===== src/rtl/regfile_mp_pkg.sv =====
// Shared types and constants for the multi-port register file and its clear engine.
package regfile_mp_pkg;

    typedef enum logic {
        ST_IDLE  = 1'b0,
        ST_CLEAR = 1'b1
    } clr_state_e;

    localparam int DEF_DATA_W = 16;
    localparam int DEF_DEPTH  = 16;

    // Address width for a given depth; a depth of 1 still needs one address bit.
    function automatic int addr_w(input int depth);
        return (depth <= 1) ? 1 : $clog2(depth);
    endfunction

endpackage


===== src/rtl/regfile_mp_clr_fsm.sv =====
// Bulk-clear sequencer: walks a pointer across every register, one per cycle,
// and pulses clr_done on the first idle cycle after the sweep.
//
// state    | meaning
// ST_IDLE  | waiting for clr_req; register file accepts writes/reserves
// ST_CLEAR | clearing entry clr_ptr this cycle; busy asserted
module regfile_mp_clr_fsm
    import regfile_mp_pkg::*;
#(
    parameter int DEPTH = DEF_DEPTH,
    parameter int AW    = addr_w(DEF_DEPTH)
) (
    input  logic          clk,
    input  logic          rst_n,
    input  logic          clr_req,
    output logic          busy,
    output logic          clr_done,
    output logic [AW-1:0] clr_ptr,
    output logic          clr_we
);

    clr_state_e    state_q, state_d;
    logic [AW-1:0] ptr_q, ptr_d;
    logic          done_q, done_d;

    always_ff @(posedge clk) begin
        if (!rst_n) begin
            state_q <= ST_IDLE;
            ptr_q   <= '0;
            done_q  <= 1'b0;
        end else begin
            state_q <= state_d;
            ptr_q   <= ptr_d;
            done_q  <= done_d;
        end
    end

    always_comb begin
        state_d = state_q;
        ptr_d   = ptr_q;
        done_d  = 1'b0;
        unique case (state_q)
            ST_IDLE: begin
                if (clr_req) begin
                    state_d = ST_CLEAR;
                    ptr_d   = '0;
                end
            end
            ST_CLEAR: begin
                // Last entry is cleared this cycle; park the pointer instead of wrapping.
                if (ptr_q == AW'(DEPTH - 1)) begin
                    state_d = ST_IDLE;
                    ptr_d   = '0;
                    done_d  = 1'b1;
                end else begin
                    ptr_d = ptr_q + AW'(1);
                end
            end
            default: begin
                state_d = ST_IDLE;
                ptr_d   = '0;
            end
        endcase
    end

    assign busy     = (state_q == ST_CLEAR);
    assign clr_we   = busy;
    assign clr_ptr  = ptr_q;
    assign clr_done = done_q;

endmodule


===== src/rtl/regfile_mp.sv =====
// Parametrised multi-read-port register file with pending-bit scoreboard and bulk clear.
// Optional macro REGFILE_MP_BYPASS_EN forwards an accepted write to matching read ports.
module regfile_mp
    import regfile_mp_pkg::*;
#(
    parameter int  DATA_W   = DEF_DATA_W,
    parameter int  DEPTH    = DEF_DEPTH,
    parameter int  NUM_RD   = 2,
    parameter int  ZERO_REG = 1,
    localparam int AW       = addr_w(DEPTH)
) (
    input  logic                     clk,
    input  logic                     rst_n,
    input  logic [NUM_RD*AW-1:0]     rd_addr,
    output logic [NUM_RD*DATA_W-1:0] rd_data,
    output logic [NUM_RD-1:0]        rd_pend,
    input  logic                     wr_en,
    input  logic [AW-1:0]            wr_addr,
    input  logic [DATA_W-1:0]        wr_data,
    input  logic                     rsv_en,
    input  logic [AW-1:0]            rsv_addr,
    input  logic                     clr_req,
    output logic                     busy,
    output logic                     clr_done
);

    logic [DATA_W-1:0] mem_q [DEPTH];
    logic [DATA_W-1:0] mem_d [DEPTH];
    logic [DEPTH-1:0]  pend_q, pend_d;

    logic [AW-1:0] clr_ptr;
    logic          clr_we;
    logic          wr_ok, rsv_ok;

    regfile_mp_clr_fsm #(
        .DEPTH (DEPTH),
        .AW    (AW)
    ) u_clr_fsm (
        .clk      (clk),
        .rst_n    (rst_n),
        .clr_req  (clr_req),
        .busy     (busy),
        .clr_done (clr_done),
        .clr_ptr  (clr_ptr),
        .clr_we   (clr_we)
    );

    assign wr_ok  = wr_en  && !busy && !((ZERO_REG != 0) && (wr_addr  == '0));
    assign rsv_ok = rsv_en && !busy && !((ZERO_REG != 0) && (rsv_addr == '0));

    always_ff @(posedge clk) begin
        if (!rst_n) begin
            mem_q  <= '{default: '0};
            pend_q <= '0;
        end else begin
            mem_q  <= mem_d;
            pend_q <= pend_d;
        end
    end

    // Clear engine owns the write path while busy; reserve is applied after the
    // write so a same-address reserve leaves the entry pending.
    always_comb begin
        mem_d  = mem_q;
        pend_d = pend_q;
        if (clr_we) begin
            mem_d[clr_ptr]  = '0;
            pend_d[clr_ptr] = 1'b0;
        end else begin
            if (wr_ok) begin
                mem_d[wr_addr]  = wr_data;
                pend_d[wr_addr] = 1'b0;
            end
            if (rsv_ok) begin
                pend_d[rsv_addr] = 1'b1;
            end
        end
    end

    for (genvar i = 0; i < NUM_RD; i++) begin : g_rd
        logic [AW-1:0]     addr;
        logic [DATA_W-1:0] data;
        logic              pend;

        assign addr = rd_addr[i*AW +: AW];

        always_comb begin
            data = mem_q[addr];
            pend = pend_q[addr];
`ifdef REGFILE_MP_BYPASS_EN
            if (wr_ok && (wr_addr == addr)) begin
                data = wr_data;
                pend = 1'b0;
            end
            if (rsv_ok && (rsv_addr == addr)) begin
                pend = 1'b1;
            end
`endif
            if ((ZERO_REG != 0) && (addr == '0)) begin
                data = '0;
                pend = 1'b0;
            end
        end

        assign rd_data[i*DATA_W +: DATA_W] = data;
        assign rd_pend[i]                  = pend;
    end

endmodule


===== config.mk =====
export PLATFORM = sky130hd
export DESIGN_NAME = regfile_mp
export DESIGN_NICKNAME = d
export VERILOG_FILES = /design/src/rtl/regfile_mp_pkg.sv /design/src/rtl/regfile_mp_clr_fsm.sv /design/src/rtl/regfile_mp.sv
export SDC_FILE = /design/constraint.sdc
export NUM_CORES = 1
export LEC_CHECK = 0
export CAP_MARGIN = 20
export CORE_MARGIN = 4
export CORE_UTILIZATION = 61
export DETAILED_ROUTE_END_ITERATION = 6
export GPL_ROUTABILITY_DRIVEN = 0
export MAX_ROUTING_LAYER = met4
export PLACE_DENSITY_LB_ADDON = 0.12
export SYNTH_ARGS = -nofsm -noshare
export SYNTH_HDL_FRONTEND = slang
export SYNTH_SLANG_ARGS = --single-unit
export TNS_END_PERCENT = 5

===== constraint.sdc =====
create_clock -name clk -period 3.9 [get_ports clk]
set_input_delay 0.975 -clock clk [delete_from_list [all_inputs] [get_ports clk]]
set_output_delay 0.975 -clock clk [all_outputs]
set_load 0.02 [all_outputs]

==> results of run 1 <==
[layout by cell type (no fill, tap or decap), types with 3 or more instances in the layout]
cell             instances
dfxtp_1                263
nand3_1                242
a21oi_1                154
mux4_2                 132
nor2_1                 111
and2_1                 104
mux2i_1                 98
buf_4                   97
nand2_1                 82
mux2_2                  36
clkdlybuf4s50_1         32
dlygate4sd2_1           32
a22o_1                  30
clkbuf_16               29
buf_12                  18
diode_2                 11
a32oi_1                  8
clkbuf_8                 8
and3_1                   6
nand4_1                  6
clkinv_2                 6
nor2b_1                  5
o21ai_0                  5
inv_1                    4
ha_1                     4
clkbuf_1                 4
a31oi_1                  3
nand4b_1                 3
[cell families after synthesis]
group                    count (synthesis)
AO/OA/AOI/OAI                          213
adder cells (fa/ha/maj)                  4
buffers and inverters                  164
flip-flops                             263
multiplexers                           266
AND/OR/NAND/NOR                        580
[report_power, final]
| group | switching (mW) | internal, mW | total, mW |
|---|---|---|---|
| sequential | 0.0270 | 2.72 | 2.74 |
| combinational | 0.358 | 0.249 | 0.607 |
| clock | 1.11 | 1.57 | 2.67 |
| total | 1.49 | 4.53 | 6.02 |
[sequential cells by signal (all words and copies together) (netlist names)]
signal,count
mem_q,242
pend_q,15
u_clr_fsm.clr_ptr,4
u_clr_fsm.busy,1
u_clr_fsm.clr_done,1
[repair_timing]
item | 4_1_cts | 5_1_grt
gates cloned | 0 | 0
endpoints found under the setup margin | 33 | 2
resized for setup | 34 | 2
hold buffers | 0 | 0
[routing by layer]
metal / vias up / wire length (µm)
met1: 6339 / 18300
li1: 5593 / -
met5: - / 0
met3: 263 / 6480
met4: 0 / 3570
met2: 901 / 22400
[cell type report]
cell class / instances / area (µm²) / area share [%]
Tap cell: 319 / 399 / 2.35
Antenna cell: 11 / 27.5 / 0.162
Timing Repair Buffer: 185 / 1750 / 10.3
Clock inverter: 8 / 68.8 / 0.405
Sequential cell: 263 / 5270 / 31.0
Inverter: 5 / 26.3 / 0.155
Multi-Input combinational cell: 1063 / 8600 / 50.6
Clock buffer: 41 / 851 / 5.01
[worst paths after layout]
kind                                      from  slack (ns)         end  depth (start not counted)
worst max-delay path                rd_addr[7]        0.06  rd_pend[1]                          6
worst min-delay path                mem_q[254]        0.47  mem_q[254]                          1
worst max register to register  u_clr_fsm.busy        1.33   mem_q[61]                          5
worst min register to register      mem_q[254]        0.47  mem_q[254]                          1
[metrics by stage]
stage	hold WS (ns)	util, %	setup TNS (ns)
2_1_floorplan	0.425	-	0
3_3_place_gp	0.451	68.2	-1.53
3_5_place_dp	0.451	68.2	-1.76
4_1_cts	0.469	72.0	0
5_1_grt	0.482	72.1	0
6_report	0.473	72.1	0
[worst max-delay path: cells and delay by family]
family | cells | cell delay (ns)
AO/OA/AOI/OAI | 1 | 0.08
multiplexers | 2 | 0.86
buffers and inverters | 2 | 0.88
AND/OR/NAND/NOR | 1 | 0.07
==> results.json, run 1 <==
{
  "cts_tree": "yes",
  "ys.flop_type": "dfxtp_1",
  "start_util_pct": 62.2,
  "synth.area.top_cells": "dfxtp_1 (36%), mux4_2 (20%), nand3_1 (8.3%), mux2i_1 (6.7%), a21oi_1 (5.3%)",
  "synth_area_um2": 14700,
  "dr_total_vias": 13100,
  "met3_usage_pct": 10.9,
  "synth-compound-area-share_pct": 8.60,
  "synth_edf_count": 0,
  "floorplan.die_area_um2": 26600,
  "ir_drop_v": 0.000326,
  "drv_slew": 0,
  "place_inst": 1835,
  "synth_top_cell_area_share_pct": 35.9,
  "syn_inst": 1490,
  "drc": 0,
  "grtUsageTotal_pct": 39.1,
  "async_flop_share_pct": 0,
  "avgViaCountPerCell": 6.91,
  "synth.avg_cell_area_um2": 9.83,
  "stdcell_count": 1895,
  "ant_nets": 0,
  "die_h_um": 163,
  "power_density_nw_per_um2": 355,
  "clk-insertion-delay-late_ns": 0.54,
  "max_cap_violations": 0,
  "fillers": 1825,
  "htreeDepth": 1,
  "ys_warn_count": 0,
  "crit_path_max_incr_delay_ns": 0.53,
  "max_slew.worst_pin.slew_ns": 0.975,
  "hold_viol": 0,
  "drt-initial-drc-count": 1898,
  "final_area_um2": 17000,
  "critPathRequiredTime_ns": 2.92,
  "drt_first_pass_iters": 6,
  "routed_wl_um": 50800,
  "grtUsageMet2_pct": 57.6,
  "cts_root_buf": "clkbuf_16",
  "cts_inserted_buffers": 29,
  "grt_util_met1_pct": 49.0,
  "ys_ff_latch": 263,
  "coreArea_um2": 23500,
  "wl_per_cell_um": 26.8,
  "slowest_stage": "clkdlybuf4s50_1",
  "antenna_found_initial": 9,
  "synth_cell_types": 44,
  "dp_hpwl_um": 33000,
  "rsz0062_at_grt": "false",
  "layout-drive-gt1-share_pct": 21.9,
  "synthAdderAreaFrac_pct": 0.342,
  "p_leak_nw": 6.30,
  "ios": 73,
  "synth.most_common_cell": "dfxtp_1",
  "grt_overflow": 0,
  "placed_area_um2": 16100,
  "cts.clk_slew.worst_paths_ns": 0.06,
  "port-buffer-count": 72,
  "synth_nets": 1531,
  "critPathLaunchType": "primary input",
  "num_rows": 56,
  "crit_fanout": 3,
  "syn2layout_area_growth_pct": 15.9,
  "ctsLongestPathBuffers": 3,
  "path_cells": "clkdlybuf4s50_1 -> mux2_2 -> nand2_1 -> o21ai_0 -> mux4_2 -> dlygate4sd2_1",
  "fin_crit_sh_pct": 98.5,
  "synthSimpleGateAreaFrac_pct": 19.7,
  "grt_start_max_net_pins": 100,
  "total_power_mw": 6.02,
  "relSlewSlack_pct": 34.8,
  "setup_violations": 0,
  "synthMuxAreaShare_pct": 29.7,
  "dpl_worst_slack_ns": -0.125,
  "crit_path_end_kind": "output port",
  "nets": 1588,
  "yosysSeqAreaShare_pct": 35.9,
  "synth_xor_area_share_pct": 0,
  "synth_common_cells": "dfxtp_1 (263), nand3_1 (242), a21oi_1 (154)",
  "synth_area_leader_cell": "dfxtp_1",
  "hold_path.class": "reg2reg",
  "worstPathArrival_ns": 2.87,
  "post_cts_buffers": 0,
  "fp.dieW_um": 163,
  "crit_type": "in2out",
  "busiest_layer": "met2",
  "synth_top_family_by_area": "multiplexers",
  "grt_pass1_wl_um": 77200,
  "fin_crit_ns": 3.84,
  "clock-sinks": 263,
  "outcome": "complete, no violations",
  "grt_pass1_vias": 13000,
  "finClkSkew_ns": 0.00995,
  "setup_ws_ns": 0.0579,
  "max_freq_mhz": 260
}
(Power assumes the default switching activity.)
==> run 2: changes to the inputs <==
--- a/config.mk
+++ b/config.mk
@@ -6,7 +6,6 @@
 export NUM_CORES = 1
 export LEC_CHECK = 0
 export CAP_MARGIN = 20
-export CORE_MARGIN = 4
 export CORE_UTILIZATION = 61
 export DETAILED_ROUTE_END_ITERATION = 6
 export GPL_ROUTABILITY_DRIVEN = 0
==> results.json, run 2 (synthesized netlist as in run 1, its figures left out) <==
{
  "port-buffer-count": 72,
  "finClkSkew_ns": 0.0103,
  "combPwrFrac_pct": 10.0,
  "routed_wl_um": 50800,
  "critPathRequiredTime_ns": 2.92,
  "fp.dieW_um": 157,
  "max_freq_mhz": 258,
  "drv_slew": 0,
  "clk-insertion-delay-late_ns": 0.55,
  "cts_resized": 33,
  "wl_per_cell_um": 26.8,
  "reg2reg_from": "u_clr_fsm.busy",
  "crit_path_end_kind": "output port",
  "rr_endpoint": "mem_q[85]",
  "ant_nets": 0,
  "ir_drop_v": 0.000405,
  "grt_start_max_net_pins": 87,
  "min_to": "mem_q[254]",
  "num_rows": 56,
  "slowest_stage": "clkdlybuf4s50_1",
  "power_density_nw_per_um2": 357,
  "final_cell_mix": "dfxtp_1 (263), nand3_1 (242), a21oi_1 (154)",
  "max_slew.worst_pin.slew_ns": 0.809,
  "clock-sinks": 263,
  "final_util_pct": 72.2,
  "rsz0062_at_grt": "false",
  "syn2layout_area_growth_pct": 16.0,
  "grt_pass1_wl_um": 76400,
  "worstPathArrival_ns": 2.89,
  "largest_register_ffs": 242,
  "grt_overflow": 0,
  "die_h_um": 157,
  "p_leak_nw": 6.29,
  "crit_top_cell": "clkdlybuf4s50_1",
  "crit_family": "buffers and inverters",
  "stdcell_count": 1896,
  "hold_ws_ns": 0.479,
  "critPathLaunch": "rd_addr[7]",
  "coreArea_um2": 23500,
  "clock_power_share_pct": 44.8,
  "layout-drive-gt1-share_pct": 21.8,
  "path_cells": "clkdlybuf4s50_1 -> buf_4 -> a31oi_1 -> a21o_1 -> a221o_1 -> clkdlybuf4s50_1",
  "seqPwrFrac_pct": 45.2,
  "fin_crit_ns": 3.87,
  "crit_fanout": 11,
  "reg2reg_depth": 7,
  "ctsHoldBuffers": 0,
  "setup_ws_ns": 0.0306,
  "dp_hpwl_um": 32900,
  "total_power_mw": 6.06,
  "drc": 0,
  "min-delay-start": "mem_q[254]",
  "fin_crit_sh_pct": 99.2,
  "avgViaCountPerCell": 6.94,
  "max_cap_violations": 0,
  "cts_inserted_buffers": 29,
  "drt_first_pass_iters": 5,
  "drt-initial-drc-count": 1793,
  "cts_root_buf": "clkbuf_16",
  "setup_violations": 0,
  "antenna_found_initial": 11,
  "ios": 73,
  "min_delay_path_depth": 1,
  "grtUsageTotal_pct": 43.4,
  "ctsLongestPathBuffers": 3,
  "start_util_pct": 62.2,
  "mostFrequentLayoutCell": "dfxtp_1",
  "dpl_worst_slack_ns": -0.149,
  "hold_path.class": "reg2reg",
  "cts_tree": "yes",
  "relSlewSlack_pct": 45.4,
  "place_inst": 1834,
  "floorplan.die_area_um2": 24600,
  "crit_type": "in2out",
  "nets": 1587,
  "internal_power_mw": 4.54,
  "hold_viol": 0,
  "dr_total_vias": 13200,
  "cts.clk_slew.worst_paths_ns": 0.06,
  "critPathLaunchType": "primary input",
  "netSwitchingFraction_pct": 25.1,
  "post_cts_buffers": 0,
  "grt_pass1_vias": 12600,
  "crit_path_max_incr_delay_ns": 0.54,
  "top_register": "mem_q",
  "switching_power_mw": 1.52,
  "worst-r2r-setup-slack_ns": 1.28,
  "outcome": "complete, no violations",
  "htreeDepth": 1,
  "crit_buf_inv": 3
}
-- run 2: worst reg2reg max path, cell delays in order (launching register included) --
cell and delay [ns]:
dfxtp_1 0.48, buf_4 0.30, nor4bb_4 0.33, buf_12 0.28, nand2_1 0.49, buf_4 0.38, nand3_1 0.11, a21oi_1 0.10
-- run 2: cell type report --
cell class / count / area, µm²
Inverter: 5 / 26.3
Timing Repair Buffer: 184 / 1750
Sequential cell: 263 / 5270
Multi-Input combinational cell: 1063 / 8600
Tap cell: 319 / 399
Fill cell: 1809 / 6540
Clock inverter: 7 / 63.8
Antenna cell: 10 / 25.0
Clock buffer: 45 / 866
-- run 2: power groups by stage --
| stage | sequential (mW) | clock [mW] | combinational, mW |
|---|---|---|---|
| after floorplan | 2.79 | 0 | 0.360 |
| after global routing | 2.74 | 2.83 | 0.630 |
| final | 2.74 | 2.72 | 0.606 |
| after detailed placement | 2.80 | 0 | 0.593 |
| after CTS | 2.74 | 2.72 | 0.592 |
| after global placement | 2.80 | 0 | 0.585 |
-- run 2: metal layers --
layer / routed length, µm / part of all wire, % / vias to the layer above / global-route usage (%)
met5: 0 / 0 / - / -
met4: 3250 / 6.4 / 0 / 25.7
met3: 6360 / 13 / 240 / 10.8
met2: 22700 / 45 / 930 / 64.0
met1: 18600 / 37 / 6377 / 54.0
li1: - / - / 5603 / -
-- run 2: worst max-delay path by stage --
stage,endpoint,cells past startpoint
after CTS,rd_data[3],5
after detailed placement,rd_pend[1],6
after floorplan,rd_data[7],5
final,rd_data[22],6
after global routing,rd_data[22],6
after global placement,rd_pend[1],6
-- run 2: through the flow --
step | TNS (ns) | instance area (µm²)
after CTS | -0.129 | 17000
after floorplan | 0 | 14700
after detailed placement | -2.32 | 16100
after global placement | -1.90 | 16100
final | 0 | 17000
after global routing | 0 | 17000
